==> src/rtl/read_data_steering.sv <==
// Read-data router and wait-state sequencer for the internal XT data bus.
// Optional access timeout is enabled by defining BUS_TIMEOUT_EN.
module read_data_steering #(
  parameter int unsigned DATA_WIDTH     = 8,
  parameter int unsigned NUM_SOURCES    = 4,
  parameter int unsigned WAIT_WIDTH     = 4,
  parameter int unsigned TIMEOUT_CYCLES = 64,
  localparam int unsigned SrcW          = (NUM_SOURCES > 1) ? $clog2(NUM_SOURCES) : 1
) (
  input  logic                              clock,
  input  logic                              reset,
  input  logic                              memory_read_n,
  input  logic                              io_read_n,
  input  logic [NUM_SOURCES-1:0]            source_select_n,
  input  logic [NUM_SOURCES*DATA_WIDTH-1:0] source_data,
  input  logic [NUM_SOURCES-1:0]            source_ready,
  input  logic [NUM_SOURCES*WAIT_WIDTH-1:0] source_wait_states,
  input  logic [DATA_WIDTH-1:0]             data_bus_ext,
  input  logic                              external_direction,
  output logic [DATA_WIDTH-1:0]             data_bus_out,
  output logic                              data_bus_direction,
  output logic                              read_ready,
  output logic [SrcW-1:0]                   active_source,
  output logic                              active_valid,
  output logic                              bus_timeout
);

  typedef enum logic [2:0] {StIdle, StExt, StWait, StAccess, StHold} state_e;

  state_e                state_q, state_d;
  logic [WAIT_WIDTH-1:0] wait_q, wait_d;
  logic [DATA_WIDTH-1:0] latch_q, latch_d;
  logic [SrcW-1:0]       src_q, src_d;
  logic                  valid_q, valid_d;

  logic                  read_active;
  logic                  hit;
  logic [SrcW-1:0]       idx;
  logic [WAIT_WIDTH-1:0] sel_wait;
  logic [DATA_WIDTH-1:0] sel_data;
  logic                  sel_ready;

  assign read_active = ~memory_read_n | ~io_read_n;
  assign hit         = ~&source_select_n;

  // Scan high to low so the lowest asserted index is the final assignment.
  always_comb begin
    idx = '0;
    for (int i = NUM_SOURCES - 1; i >= 0; i--) begin
      if (!source_select_n[i]) idx = SrcW'(i);
    end
  end

  assign sel_wait  = source_wait_states[int'(idx) * WAIT_WIDTH +: WAIT_WIDTH];
  assign sel_data  = source_data[int'(src_q) * DATA_WIDTH +: DATA_WIDTH];
  assign sel_ready = source_ready[src_q];

`ifdef BUS_TIMEOUT_EN
  localparam int unsigned TmoW = (TIMEOUT_CYCLES > 1) ? $clog2(TIMEOUT_CYCLES + 1) : 1;
  logic [TmoW-1:0] tmo_q, tmo_d;
  logic            tmo_pulse_q, tmo_pulse_d;
`endif

  always_comb begin
    state_d = state_q;
    wait_d  = wait_q;
    latch_d = latch_q;
    src_d   = src_q;
    valid_d = valid_q;
`ifdef BUS_TIMEOUT_EN
    tmo_d       = tmo_q;
    tmo_pulse_d = 1'b0;
`endif
    unique case (state_q)
      StIdle: begin
        if (read_active && hit) begin
          src_d   = idx;
          valid_d = 1'b1;
          wait_d  = sel_wait;
          state_d = (sel_wait != '0) ? StWait : StAccess;
`ifdef BUS_TIMEOUT_EN
          tmo_d = '0;
`endif
        end else if (read_active) begin
          state_d = StExt;
        end
      end
      StExt: begin
        if (!read_active) state_d = StIdle;
      end
      StWait: begin
        if (!read_active) begin
          state_d = StIdle;
          valid_d = 1'b0;
        end else begin
          wait_d = wait_q - WAIT_WIDTH'(1);
          if (wait_q <= WAIT_WIDTH'(1)) begin
            state_d = StAccess;
`ifdef BUS_TIMEOUT_EN
            tmo_d = '0;
`endif
          end
        end
      end
      StAccess: begin
        if (!read_active) begin
          state_d = StIdle;
          valid_d = 1'b0;
        end else if (sel_ready) begin
          latch_d = sel_data;
          state_d = StHold;
`ifdef BUS_TIMEOUT_EN
        end else if (tmo_q == TmoW'(TIMEOUT_CYCLES - 1)) begin
          latch_d     = '1;
          tmo_pulse_d = 1'b1;
          state_d     = StHold;
        end else begin
          tmo_d = tmo_q + TmoW'(1);
`endif
        end
      end
      StHold: begin
        if (!read_active) begin
          state_d = StIdle;
          valid_d = 1'b0;
        end
      end
      default: state_d = StIdle;
    endcase
  end

  always_ff @(posedge clock) begin
    if (reset) begin
      state_q     <= StIdle;
      wait_q      <= '0;
      latch_q     <= '0;
      src_q       <= '0;
      valid_q     <= 1'b0;
`ifdef BUS_TIMEOUT_EN
      tmo_q       <= '0;
      tmo_pulse_q <= 1'b0;
`endif
    end else begin
      state_q     <= state_d;
      wait_q      <= wait_d;
      latch_q     <= latch_d;
      src_q       <= src_d;
      valid_q     <= valid_d;
`ifdef BUS_TIMEOUT_EN
      tmo_q       <= tmo_d;
      tmo_pulse_q <= tmo_pulse_d;
`endif
    end
  end

  always_comb begin
    data_bus_out       = '0;
    data_bus_direction = 1'b0;
    read_ready         = 1'b1;
    unique case (state_q)
      StIdle: begin
        data_bus_out       = external_direction ? data_bus_ext : '0;
        data_bus_direction = external_direction;
        read_ready         = ~(read_active & hit);
      end
      StExt: begin
        data_bus_out       = external_direction ? data_bus_ext : '0;
        data_bus_direction = external_direction;
      end
      StWait, StAccess: read_ready = 1'b0;
      StHold:           data_bus_out = latch_q;
      default: ;
    endcase
  end

  assign active_source = src_q;
  assign active_valid  = valid_q;
`ifdef BUS_TIMEOUT_EN
  assign bus_timeout = tmo_pulse_q;
`else
  assign bus_timeout = 1'b0;
`endif

endmodule
==> config.mk <==
export PLATFORM = sky130hd
export DESIGN_NAME = read_data_steering
export DESIGN_NICKNAME = d
export VERILOG_FILES = /design/src/rtl/read_data_steering.sv
export SDC_FILE = /design/constraint.sdc
export NUM_CORES = 1
export LEC_CHECK = 0
export ABC_AREA = 1
export ABC_CLOCK_PERIOD_IN_PS = 1400
export BUFFER_PORTS_ARGS = -buffer_cell sky130_fd_sc_hd__buf_2
export CAP_MARGIN = 20
export CORE_ASPECT_RATIO = 0.9
export CORE_MARGIN = 2
export CORE_UTILIZATION = 40
export DETAILED_ROUTE_END_ITERATION = 8
export PLACE_DENSITY_LB_ADDON = 0.05
export SETUP_SLACK_MARGIN = 0.1
export SYNTH_ARGS = -nofsm -noshare
export SYNTH_HDL_FRONTEND = slang
export SYNTH_SLANG_ARGS = --single-unit
==> constraint.sdc <==
create_clock -name clock -period 1.4 [get_ports clock]
set_input_delay 0.28 -clock clock [delete_from_list [all_inputs] [get_ports clock]]
set_output_delay 0.28 -clock clock [all_outputs]
set_load 0.1 [all_outputs]
==> run metrics, run 1 <==
hold endpoint=state_q[2]$_SDFFE_PP0P_; Max Cap Violations=0; Area growth syn-to-layout=73.7%; largest net degree at the start of global routing=16; Most used DFF post-synth=dfxtp_1; drt wl/cell=11.9 um; ANT cells=0; GRT overflow=0; Sink Count=18; Worst-Skew Late Latency=0.26 ns; clk_skew=0.00672 ns; Worst Path Buf+Inv=3; Slew HR=0.652; H-tree levels=1; failing checks=setup timing; post-route setup slack=-0.235 ns; reg2reg path depth=9; CTS tree=yes; Max VDD drop=0.00104 V; Req. time, crit path=1.12 ns; outcome=complete, but fails checks; final net count=418; first-pass GRT wire length=7280 um; R2R Path Start=state_q[2]$_SDFFE_PP0P_; Post-synth EDFFs=0; num rows=21; CP cell instances=nor2_4 > inv_2 > nor2_4 > inv_2 > o21ai_4 > buf_12; RSZ-0062 raised after global routing=true; R2R Path End=wait_q[2]$_SDFFE_PP0P_; Starting Density=0.411; Hold Vio Cnt, Final=0; CP delay by family, top=flip-flops; share of post-route cells with drive strength above 1=0.512; flops & latches, synth=18; number of global-route vias before repair=1664; Reg2Reg Setup Slack=-0.04 ns; FMAX=0.611 GHz; CORE AREA=3680 um2; crit path max fanout=3; Die Ht=62.3 um; type of the worst setup path=flip-flop to primary output; Post-CTS Hold Buffers=0; CTS Buf Count=3; ranking of synthesized cells by area=dfxtp_1 (24%), nor2_1 (12%), o21ai_0 (9.9%); Tcrit/Tclk final=1.17; synthesized instance count=238; mean post-synth cell area=6.35 um2; Slew Limit Fails=0; Setup Viol. Count Final=15; vias per cell=5.01; Routed Antenna Nets=0; Post-Route WL=4680 um; Die Width=68.8 um; DRC errors left=0; GPL Wtd Cong=0.820; Critical Path End Type=primary output; Vias=1964; IO buf count=81; GRT Resource Usage Total=0.217; syn nets=309; CTS Buffer Depth=2; worst-margin pin slew=0.521 ns; Post-synth top cells=nor2_1 (47), o21ai_0 (30), nand2_1 (28), inv_1 (26), nand3_1 (21); Leak=0.00131 uW; DRT iter0 DRCs=153; Yosys top cell by area=dfxtp_1; Hold Crit Depth=2; Worst-path clk slew=0.07 ns; Netlist Area Pre-Place=1510 um2; dpl hpwl=3460 um; drt pass-1 iters=4; hold path start=reset; Synth cell types=37; # IOs=83; Synth top area share=0.238; Startpoint Class=flip-flop; Async SR Flop Fraction=0; Hold Crit Class=input pin to flip-flop; worst path arrival time=1.36 ns; Critical-path top delay cell=dfxtp_2; worst hold slack=0.278 ns; setup_tns=-1.81 ns; CTS root buf=clkbuf_8; post-synthesis sequential area ratio=0.238; Power Dens Cells=1650 nW/um2; top-count cell post-synth=nor2_1; die footprint=4290 um2; Synth Warn #=0; initial antenna violation count=0; Critical Path Max Stage Delay=0.35 ns; min cycle time layout=1.64 ns
## stage by stage
step / cell area [um2] / power (uW) / instances / setup slack (ns) / utilization
floorplan: 1620 / 2630 / 238 / -0.128 / -
global placement: 2360 / 3510 / 378 / -0.0485 / 0.642
detailed placement: 2360 / 3510 / 378 / -0.0622 / 0.642
CTS: 2520 / 4110 / 389 / -0.212 / 0.684
global route: 2630 / 4590 / 392 / -0.285 / 0.714
finish: 2630 / 4340 / 392 / -0.235 / 0.714
## logic make-up after synthesis
kind of cell    Yosys count  synth area share
buf+inv                  40             0.128
xor+xnor                  1           0.00580
fa+ha+maj                 2            0.0166
flops                    18             0.238
simple gates            106             0.321
compound gates           70             0.287
other cells               1           0.00248
## layer usage
layer | GRT usage | up-vias | wire length (um)
li1 | - | 1017 | -
met1 | 0.333 | 857 | 2190
met2 | 0.310 | 85 | 2090
met3 | 0.0326 | 5 | 356
met4 | 0.0613 | 0 | 51
met5 | 0 | - | 0
## layout by cell type (no fill, tap or decap), types with 8 or more instances in the layout
cell type,n
a21oi_1,12
a22o_4,8
buf_12,13
buf_2,68
buf_4,27
dfxtp_1,11
inv_1,22
nand2_1,26
nand3_1,20
nor2_1,43
o21ai_0,21
o21ai_2,12
## worst max-delay path by stage
stage / start / endpoint / slack, ns / depth (start not counted)
after floorplan: state_q[2]$_SDFFE_PP0P_ / read_ready / -0.13 / 5
after global placement: io_read_n / state_q[1]$_SDFFE_PP0P_ / -0.05 / 10
after detailed placement: source_select_n[3] / state_q[0]$_SDFFE_PP0P_ / -0.06 / 13
after CTS: state_q[2]$_SDFFE_PP0P_ / read_ready / -0.21 / 6
after global routing: state_q[2]$_SDFFE_PP0P_ / read_ready / -0.28 / 6
final: state_q[2]$_SDFFE_PP0P_ / read_ready / -0.24 / 6
## timing repair
| item | CTS | global route |
|---|---|---|
| gates cloned | 2 | 0 |
| resized for setup | 17 | 28 |
| setup endpoints to repair | 23 | 29 |
| buffers inserted | 5 | 3 |
| pin swaps | 4 | 3 |
## flip-flops by register name, indices dropped and copies added, names as in the netlist
register,count
active_source,2
active_valid,1
latch_q,8
state_q,3
wait_q,4
## layout make-up
class                           count  area (um2)
Timing Repair inverter              2        13.8
Multi-Input combinational cell    180        1160
Sequential cell                    18         379
Timing Repair Buffer              110         822
Fill cell                         317        1050
Inverter                           32         138
Tap cell                           46        57.6
Clock buffer                        4        55.1
## power breakdown
group	internal [uW]	switching (uW)
Clock	250	184
Combinational	1220	1840
Sequential	672	176
Power figures use the tool's default switching activity.
==> run 2, diff against run 1 <==
- ABC_CLOCK_PERIOD_IN_PS: 1400 -> 1800
- CORE_UTILIZATION: 40 -> 45
- clock period: 1.4 -> 1.8 ns (I/O delays scaled with it)
==> run metrics, run 2 (synthesis results as in run 1) <==
Worst-path clk slew=0.07 ns; final net count=396; Starting Density=0.482; CTS Buf Count=3; GRT Resource Usage Total=0.243; Routed Antenna Nets=0; die footprint=3840 um2; Startpoint Class=flip-flop; dpl hpwl=3380 um; Tcrit/Tclk final=0.955; worst hold slack=0.363 ns; vias per cell=5.10; Hold Crit Class=input pin to flip-flop; worst path arrival time=1.36 ns; largest net degree at the start of global routing=17; DRC errors left=0; crit path max fanout=8; # IOs=83; CTS Buffer Depth=2; Vias=1867; Slew Limit Fails=0; outcome=completed; initial antenna violation count=0; GPL Wtd Cong=0.853; Req. time, crit path=1.44 ns; Design Power=2910 uW; drt wl/cell=12.1 um; number of flip-flops in the largest register=8; number of global-route vias before repair=1673; Worst-Skew Late Latency=0.26 ns; RSZ-0062 raised after global routing=true; Max VDD drop=0.000854 V; GRT overflow=0; Largest regs=latch_q: 8 flops, wait_q: 4 flops, state_q: 3 flops; H-tree levels=1; CTS root buf=clkbuf_8; Biggest register=latch_q; Area growth syn-to-layout=51.5%; Post-Route WL=4430 um; commonest cells after routing, fill and taps aside=buf_2 (70), nor2_1 (46), o21ai_0 (29); type of the worst setup path=flip-flop to primary output; Critical Path End Type=primary output; Setup Viol. Count Final=0; Leak=0.00118 uW; IO buf count=81; Max Cap Violations=0; Power Dens Cells=1270 nW/um2; first-pass GRT wire length=7360 um; Die Ht=59.0 um; setup_tns=0 ns; min cycle time layout=1.72 ns; Layout Cells excl Fill=366; FMAX=0.582 GHz; Hold Vio Cnt, Final=0; DRT iter0 DRCs=100; final core utilization=0.730; Die Width=65.1 um; most common cell after layout, fill and taps aside=buf_2; share of post-route cells with drive strength above 1=0.414; clk_skew=0.00194 ns; ANT cells=0; Sink Count=18; placed insts=356; Post-CTS Hold Buffers=0; drt pass-1 iters=4; CTS tree=yes; num rows=19; Fillers=289; CORE AREA=3140 um2
## run 2: area by class of cell
| class | count | area, um2 | area share |
|---|---|---|---|
| repair buffers | 89 | 622 | 0.272 |
| repair inverters | 1 | 6.26 | 0.00273 |
| multi-input cells | 180 | 1050 | 0.458 |
| clock buffers | 4 | 55.1 | 0.0240 |
| inverters | 32 | 131 | 0.0574 |
| flip-flops and latches | 18 | 374 | 0.163 |
| well taps | 42 | 52.6 | 0.0230 |
## run 2: per-stage QoR
step,setup WS (ns),cell area (um2)
floorplan,0.0821,1600
global placement,0.214,2160
detailed placement,0.158,2160
CTS,0.0726,2280
global route,0.0407,2290
finish,0.0819,2290
## run 2: power by group
part	internal [uW]	switching [uW]	total, uW
Clock	195	139	333
Sequential	510	138	648
Combinational	655	1270	1930
## run 2: repair_timing
item,4_1_cts,5_1_grt
resized for setup,10,4
cloned,0,1
pin swaps,11,3
hold endpoints to repair,0,0
setup buffers,5,0
endpoints found under the setup margin,9,10
## run 2: worst paths after layout
check	start	to	slack (ns)	depth (start not counted)
hold reg to reg	wait_q[3]$_SDFFE_PP0P_	wait_q[3]$_SDFFE_PP0P_	0.51	2
setup reg to reg	active_source[1]$_SDFFE_PP0P_	latch_q[0]$_SDFFE_PP0P_	0.24	7
hold / removal	reset	state_q[2]$_SDFFE_PP0P_	0.36	2
setup / recovery	state_q[2]$_SDFFE_PP0P_	data_bus_out[6]	0.08	5
## run 2: critical path, cell delays in order (launching register included)
cell	delay (ns)
dfxtp_4	0.38
inv_4	0.04
nor3_4	0.20
buf_6	0.18
a22o_4	0.13
buf_12	0.16
## run 2: metal layers
layer	vias up	routed length [um]	global-route usage
met5	-	0	0
met4	0	43	0.0536
met3	5	349	0.0361
met2	75	1940	0.383
met1	814	2100	0.356
li1	973	-	-
